[src/rtl/sid_filter_output_stage.sv]
// SID filter back end: 17->16 bit clipper, state-variable filter, 15 kHz output low-pass.
// Clipper is combinational; filter/output state updates on clkEn, visible next cycle; no backpressure.
module sid_filter_output_stage (
  input  logic               clk,
  input  logic               iRstN,
  input  logic               clkEn,
  input  logic               iWE,
  input  logic [4:0]         iAddr,
  input  logic [7:0]         iData,
  input  logic               i6581,
  input  logic signed [15:0] iIn,
  input  logic signed [16:0] iMix,
  input  logic signed [15:0] iPost,
  output logic signed [15:0] oLP,
  output logic signed [15:0] oBP,
  output logic signed [15:0] oHP,
  output logic signed [15:0] oClip,
  output logic signed [15:0] oOut
);

  logic [10:0]        fc;
  logic [3:0]         res;
  logic signed [15:0] lp, bp, hp;
  logic signed [31:0] acc;

  function automatic logic signed [15:0] sat16(input logic signed [33:0] v);
    if (v[33:15] == {19{v[33]}}) return v[15:0];
    return v[33] ? 16'sh8000 : 16'sh7fff;
  endfunction

  // Cutoff and damping coefficients follow the register file combinationally,
  // so a write takes effect on the first clkEn update after it lands.
  logic [13:0] fc_x5;
  logic [12:0] f;
  logic [8:0]  d;

  assign fc_x5 = ({3'b000, fc} + 14'd1) * 14'd5;
  assign f     = 13'(fc_x5 >> 1) + (i6581 ? 13'd327 : 13'd0);
  assign d     = 9'd362 - ({5'b00000, res} * 9'd14);

  logic signed [33:0] f_s, d_s, bp_x, lp_x, in_x, lp_nx_x, hp_nx_x;
  logic signed [33:0] p_fb, p_db, p_fh, lp_sum, hp_sum, bp_sum;
  logic signed [15:0] lp_nx, hp_nx, bp_nx;

  always_comb begin
    f_s     = $signed({21'd0, f});
    d_s     = $signed({25'd0, d});
    bp_x    = {{18{bp[15]}}, bp};
    lp_x    = {{18{lp[15]}}, lp};
    in_x    = {{18{iIn[15]}}, iIn};
    p_fb    = f_s * bp_x;
    lp_sum  = lp_x + (p_fb >>> 16);
    lp_nx   = sat16(lp_sum);
    lp_nx_x = {{18{lp_nx[15]}}, lp_nx};
    p_db    = d_s * bp_x;
    hp_sum  = in_x - lp_nx_x - (p_db >>> 8);
    hp_nx   = sat16(hp_sum);
    hp_nx_x = {{18{hp_nx[15]}}, hp_nx};
    p_fh    = f_s * hp_nx_x;
    bp_sum  = bp_x + (p_fh >>> 16);
    bp_nx   = sat16(bp_sum);
  end

  // One-pole output stage in Q16.16; the error term needs 33 bits before the multiply.
  logic signed [47:0] post_q, acc_x, err, step;
  logic signed [31:0] acc_nx;

  always_comb begin
    post_q = {{16{iPost[15]}}, iPost, 16'd0};
    acc_x  = {{16{acc[31]}}, acc};
    err    = post_q - acc_x;
    step   = (err * 48'sd6176) >>> 16;
    acc_nx = acc + 32'(step);
  end

  always_ff @(posedge clk or negedge iRstN) begin
    if (!iRstN) begin
      fc  <= '0;
      res <= '0;
    end else if (iWE) begin
      case (iAddr)
        5'h15:   fc[2:0]  <= iData[2:0];
        5'h16:   fc[10:3] <= iData;
        5'h17:   res      <= iData[7:4];
        default: ;
      endcase
    end
  end

  always_ff @(posedge clk or negedge iRstN) begin
    if (!iRstN) begin
      lp  <= '0;
      bp  <= '0;
      hp  <= '0;
      acc <= '0;
    end else if (clkEn) begin
      lp  <= lp_nx;
      bp  <= bp_nx;
      hp  <= hp_nx;
      acc <= acc_nx;
    end
  end

  assign oLP   = lp;
  assign oBP   = bp;
  assign oHP   = hp;
  assign oOut  = acc[31:16];
  assign oClip = sat16({{17{iMix[16]}}, iMix});

endmodule

[config.mk]
export PLATFORM = sky130hd
export DESIGN_NAME = sid_filter_output_stage
export DESIGN_NICKNAME = d
export VERILOG_FILES = /design/src/rtl/sid_filter_output_stage.sv
export SDC_FILE = /design/constraint.sdc
export NUM_CORES = 2
export LEC_CHECK = 0
export ABC_AREA = 1
export CORE_MARGIN = 1.5
export CORE_UTILIZATION = 55
export DETAILED_ROUTE_END_ITERATION = 16
export PLACE_DENSITY = 0.79
export SLEW_MARGIN = 10
export SYNTH_ARGS = -nofsm -noshare
export SYNTH_HDL_FRONTEND = slang
export SYNTH_SLANG_ARGS = --single-unit
[constraint.sdc]
create_clock -name clk -period 20.5 [get_ports clk]
set_clock_uncertainty 0.2 [all_clocks]
set_input_delay 4.1 -clock clk [delete_from_list [all_inputs] [get_ports clk]]
set_output_delay 4.1 -clock clk [all_outputs]
set_load 0.005 [all_outputs]
# After elaboration in Yosys (flattened, before gate mapping)
# Cells that the tools add are included.
# Widths: inputs -> output; s select.
[op_classes] n_addsub=9 n_mul=6 div=0 magnitude_cmp=0 n_eq_ne=7 n_shift=0 muxes=17 bitwise=0 reduce_logical=3
[ops] cell="$mux 16" n=12
[ops] cell="$mul 14x16->30" n=2
[ops] cell="$eq 18x18->1" n=3
[ops] cell="$mul 33x9->42 const B" n=1
[ops] cell="$add 16x14->17" n=2
[ops] cell="$sub 32x32->33" n=1
[ops] cell="$add 32x31->32" n=1
[ops] cell="$mul 10x16->26" n=1
[ops] cell="$sub 17x18->19" n=1
[ops] cell="$sub 16x16->17" n=1
[ops] cell="$eq 5x5->1 const B" n=3
[ops] cell="$mul 12x3->14 const B" n=1
[ops] cell="$add 13x9->13" n=1
[ops] cell="$add 11x1->12 const B" n=1
[ops] cell="$mux 9" n=1
[ops] cell="$sub 9x8->9 const A" n=1
[ops] cell="$mul 4x3->7 const B" n=1
[ops] cell="$reduce_and 2->1" n=3
[ops] cell="$mux 1" n=4
[ops] cell="$eq 1x1->1" n=1
[word_totals] reg_bits=95 latchBits=0 ram_bits=0 mem_bits_ro=0 inputBits=67 out_inout_bits=80 wordCells=49 memories=0

# Depth between registers and ports, before layout
[depth] ltp_word=18 mapped_depth=125 mapped_depth_nobuf=121

# Worst setup path before layout
# No wires, ideal clock.
[synth_path] path_kind="input-to-reg" from="input port i6581" to="register bp[10] (netlist: oBP[10])" setup_time_ns=0.139 t_arrival_ns=21.251 required_time_ns=20.161 setup_slack_ns=-1.090 cell_stages=107 n_path_buf=4 path_cell_list="ha_1 -> inv_1 -> fa_1 -> or2_2 -> a21oi_1 -> nand2_1 -> nor2_1 -> nand2_1 -> nand2_1 -> nand2_1 -> nand2_1 -> nand2_1 -> nand2_1 -> nand2_1 -> inv_1 -> clkbuf_1 -> nand2_1 -> fa_1 -> [... 71 more ...] -> o21ai_2 -> xor2_1 -> ha_1 -> nand2_1 -> inv_1 -> a21oi_2 -> o21ai_1 -> a21boi_2 -> o21ai_1 -> a21boi_1 -> nor2_1 -> o21ai_1 -> nand3_1 -> nand2_1 -> nor2_1 -> nor2_2 -> buf_2 -> a22oi_1"
[synth_between] elab_chain_len=17 word_cells_on_any_way=23 cone_classes="5 x add/sub; 2 x mul; 3 x eq/ne; 13 x mux"
[synth_lines] item="start: declaration" line_no="10" rtl="input logic i6581,"
[synth_lines] item="$mux 9 *" line_no="38" rtl="assign f = 13'(fc_x5 >> 1) + (i6581 ? 13'd327 : 13'd0);"
[synth_lines] item="$add 13x9->13 *" line_no="38"
[synth_lines] item="$mul 14x16->30 *" line_no="51" rtl="p_fb = f_s * bp_x;"
[synth_lines] item="$add 16x14->17 *" line_no="52" rtl="lp_sum = lp_x + (p_fb >>> 16);"
[synth_lines] item="$eq 18x18->1" line_no="27" rtl="if (v[33:15] == {19{v[33]}}) return v[15:0];"
[synth_lines] item="$mux 1" line_no="27"
[synth_lines] item="$mux 16 *" line_no="28" rtl="return v[33] ? 16'sh8000 : 16'sh7fff;"
[synth_lines] item="net lp_nx[15]" line_no="43" rtl="logic signed [15:0] lp_nx, hp_nx, bp_nx;"
[synth_lines] item="[... 2 more ...]"
[synth_lines] item="$eq 18x18->1" line_no="27"
[synth_lines] item="$mux 1" line_no="27"
[synth_lines] item="$mux 16 *" line_no="28"
[synth_lines] item="$mul 14x16->30 *" line_no="59" rtl="p_fh = f_s * hp_nx_x;"
[synth_lines] item="$add 16x14->17 *" line_no="60" rtl="bp_sum = bp_x + (p_fh >>> 16);"
[synth_lines] item="$eq 18x18->1" line_no="27"
[synth_lines] item="$mux 1" line_no="27"
[synth_lines] item="$mux 16 *" line_no="28"
[synth_lines] item="end signal: assignment" line_no="98" rtl="bp <= bp_nx;"
[synth_lines] item="end: declaration" line_no="23" rtl="logic signed [15:0] lp, bp, hp;"
# The timed path passes the listed nets; every way through them passes the cells marked *. The select of a mux whose other input is x is not followed.
# A chain may end at the register's enable or synchronous reset.

# Worst setup path after layout
[layout_path] from="input port i6581" to="register bp[8] (netlist: oBP[8])"
# The elaborated chain is that of the path after synthesis.

==> results.cfg <==
[run_status]
status = finished, violations left
violations = setup timing

[detailed_routing]
drc_errors = 0
dr.first_iter.drc_count = 2682
ant_nets = 0
routed_wl_um = 106100
vias = 31890
viasPerCell = 5.427
wire_per_inst_um = 18.05
first_pass_iters = 5

[setup_path]
cp_max_fo = 7
crit_type = in -> reg
worstPathArrival_ns = 21.89
crit_required_ns = 20.60
max_stage_delay_ns = 0.60
timing.critical_path.to_type = flop
cp.buffers_inverters = 24
worst_path_most_repeated_cell = fa_1
cp_slowest_cell = fa_1
ff2ff_path_depth = 107
startpoint_type = primary input
cp_num_cells = 100
cp_top_family = adder cells

[clock_network]
cts.sinks = 95
cts_tree = done
root_buffer = clkbuf_16
clk_pin_slew_ns = 0.08
cts_buffer_depth = 2
htree_levels = 3
cts_made_buffers = 9
clk-insertion-delay-late_ns = 0.41

[grt]
grt_pass1_wl_um = 169600
grt_max_degree = 80
gr-usage-all-layers = 0.3358
grt_pass1_vias = 33350
antenna_found_initial = 3
grt-ovfl-total = 0

[place]
detailed_place_hpwl_um = 85960
port_buffers = 146
placed_cell_area_um2 = 40790
gp_congestion = 0.9732
place_ws_ns = -2.768
dp.cells = 5781

[floorplanning]
core_region_area_um2 = 62050
start_util = 0.5589
pin_count = 147
die_h_um = 254.1
die-area_um2 = 64570
placementRows = 91
die_w_um = 254.1

[sta]
rsz0062_at_grt = true
period_share = 1.063
max_slew_margin = 0.2856
fin_ws_ns = -1.290
period_needed_ns = 21.79
drv_slew = 0
max_freq_ghz = 0.04589
setup_viol = 16
tightest_slew_ns = 1.072
finalHoldViolations = 0

[logic_synthesis]
ys_async_sr_fraction = 1.000
syn-num-nets = 5550
syn_inst = 4457
ys_seq_area_frac = 0.06855
syn_area_um2 = 34680
synth.distinct_cells = 70
synth-seq-cells = 95
avgSynthCellArea_um2 = 7.781
synth-main-ff-cell = dfrtp_1
synth_edf_count = 0
ys_warn_count = 0

[finish]
layout_commonest_cell = inv_1
regArea_um2 = 2377
multi_input_area_um2 = 30350
mostFrequentLayoutCells = 892 x inv_1, 723 x nand2_1, 541 x fa_1, 490 x buf_4, 417 x nor2_1
layout-drive-gt1-share = 0.2124
fin_nets = 6125
fin_cells = 5876
final_core_util = 0.7011
final_area_um2 = 43510
fillers = 4704
area.growth.synth_to_final_pct = 25.45

[worst_hold_path]
hold_depth = 2
hp-class = reg -> reg

[flow_run]
maxCapViolations = 0
state kept, by name (all words and copies together), names as in the netlist:
name,cells
fc,11
oHP,16
oLP,16
oBP,16
acc,32
res,4
what timing repair did:
action                     4_1_cts  5_1_grt
setup endpoints to repair       16       16
pin swaps                      121       91
buffers inserted                54       22
cloned                           3        0
gates resized for setup        240      215
hold buffers                     0        0
Yosys cell counts (all sizes together), types with 13 or more instances:
master	n	area share
inv	964	0.10
nand2	882	0.097
fa	561	0.32
ha	465	0.17
nor2	456	0.050
a21oi	241	0.036
o21ai	173	0.027
xor2	130	0.033
nand3	97	0.015
dfrtp	95	0.069
xnor2	76	0.019
clkbuf	66	0.0072
buf	43	0.0079
nor3	32	0.0051
a31oi	20	0.0036
nand4	18	0.0039
clkinv	14	0.0015
or2	14	0.0025
a21o	13	0.0028
cell families (layout without fill, tap and decap cells):
group	count (synthesis)	after routing	share of synthesized area
fa+ha+maj	1026	1026	0.4916
xor+xnor	206	206	0.05268
flops	95	95	0.06855
simple gates	1517	1519	0.1777
mux	2	2	0.0006494
compound gates	524	524	0.08785
buf+inv	1087	1665	0.1210
other cells	0	2	0
metrics by stage:
step | hold slack [ns] | setup TNS [ns]
3_3_place_gp | 0.2686 | -37.51
6_report | 0.2977 | -19.66
4_1_cts | 0.2971 | -13.40
5_1_grt | 0.3252 | -28.99
2_1_floorplan | 0.2763 | -2.771
3_5_place_dp | 0.2771 | -43.13
metal layers:
metal,track usage,vias up,part of all wire
met4,0.1522,2,0.049
met3,0.05644,299,0.080
met5,0,-,0.00010
met2,0.5660,1309,0.48
met1,0.4229,15490,0.39
li1,-,14790,-
tightest hold or removal path, stage by stage (launching register included):
cell and delay [ns]:
dfrtp_1 0.35, nand2_1 0.05, o21ai_0 0.06
final timing paths:
kind	startpoint	end	slack, ns
max	i6581	oBP[8]$_DFFE_PN0P_	-1.29
min	oHP[1]$_DFFE_PN0P_	oHP[1]$_DFFE_PN0P_	0.30
max reg2reg	fc[0]$_DFFE_PN0P_	oBP[8]$_DFFE_PN0P_	0.24
min reg2reg	oHP[1]$_DFFE_PN0P_	oHP[1]$_DFFE_PN0P_	0.30
max in group asynchronous	iRstN	fc[6]$_DFFE_PN0P_	15.27
min in group asynchronous	iRstN	oLP[1]$_DFFE_PN0P_	3.52
area by class of cell:
class / count / share of cell area
diodes: 2 / 0.0001150
clock buffers: 10 / 0.005493
clock inverters: 6 / 0.002071
inverters: 978 / 0.08648
multi-input cells: 3277 / 0.6977
flip-flops and latches: 95 / 0.05464
well taps: 837 / 0.02407
repair buffers: 670 / 0.1292
repair inverters: 1 / 0.0001726
Power is left out: the tool's default activity adds up to more than one toggle a clock period on the data nets, which glitch-free logic cannot reach.
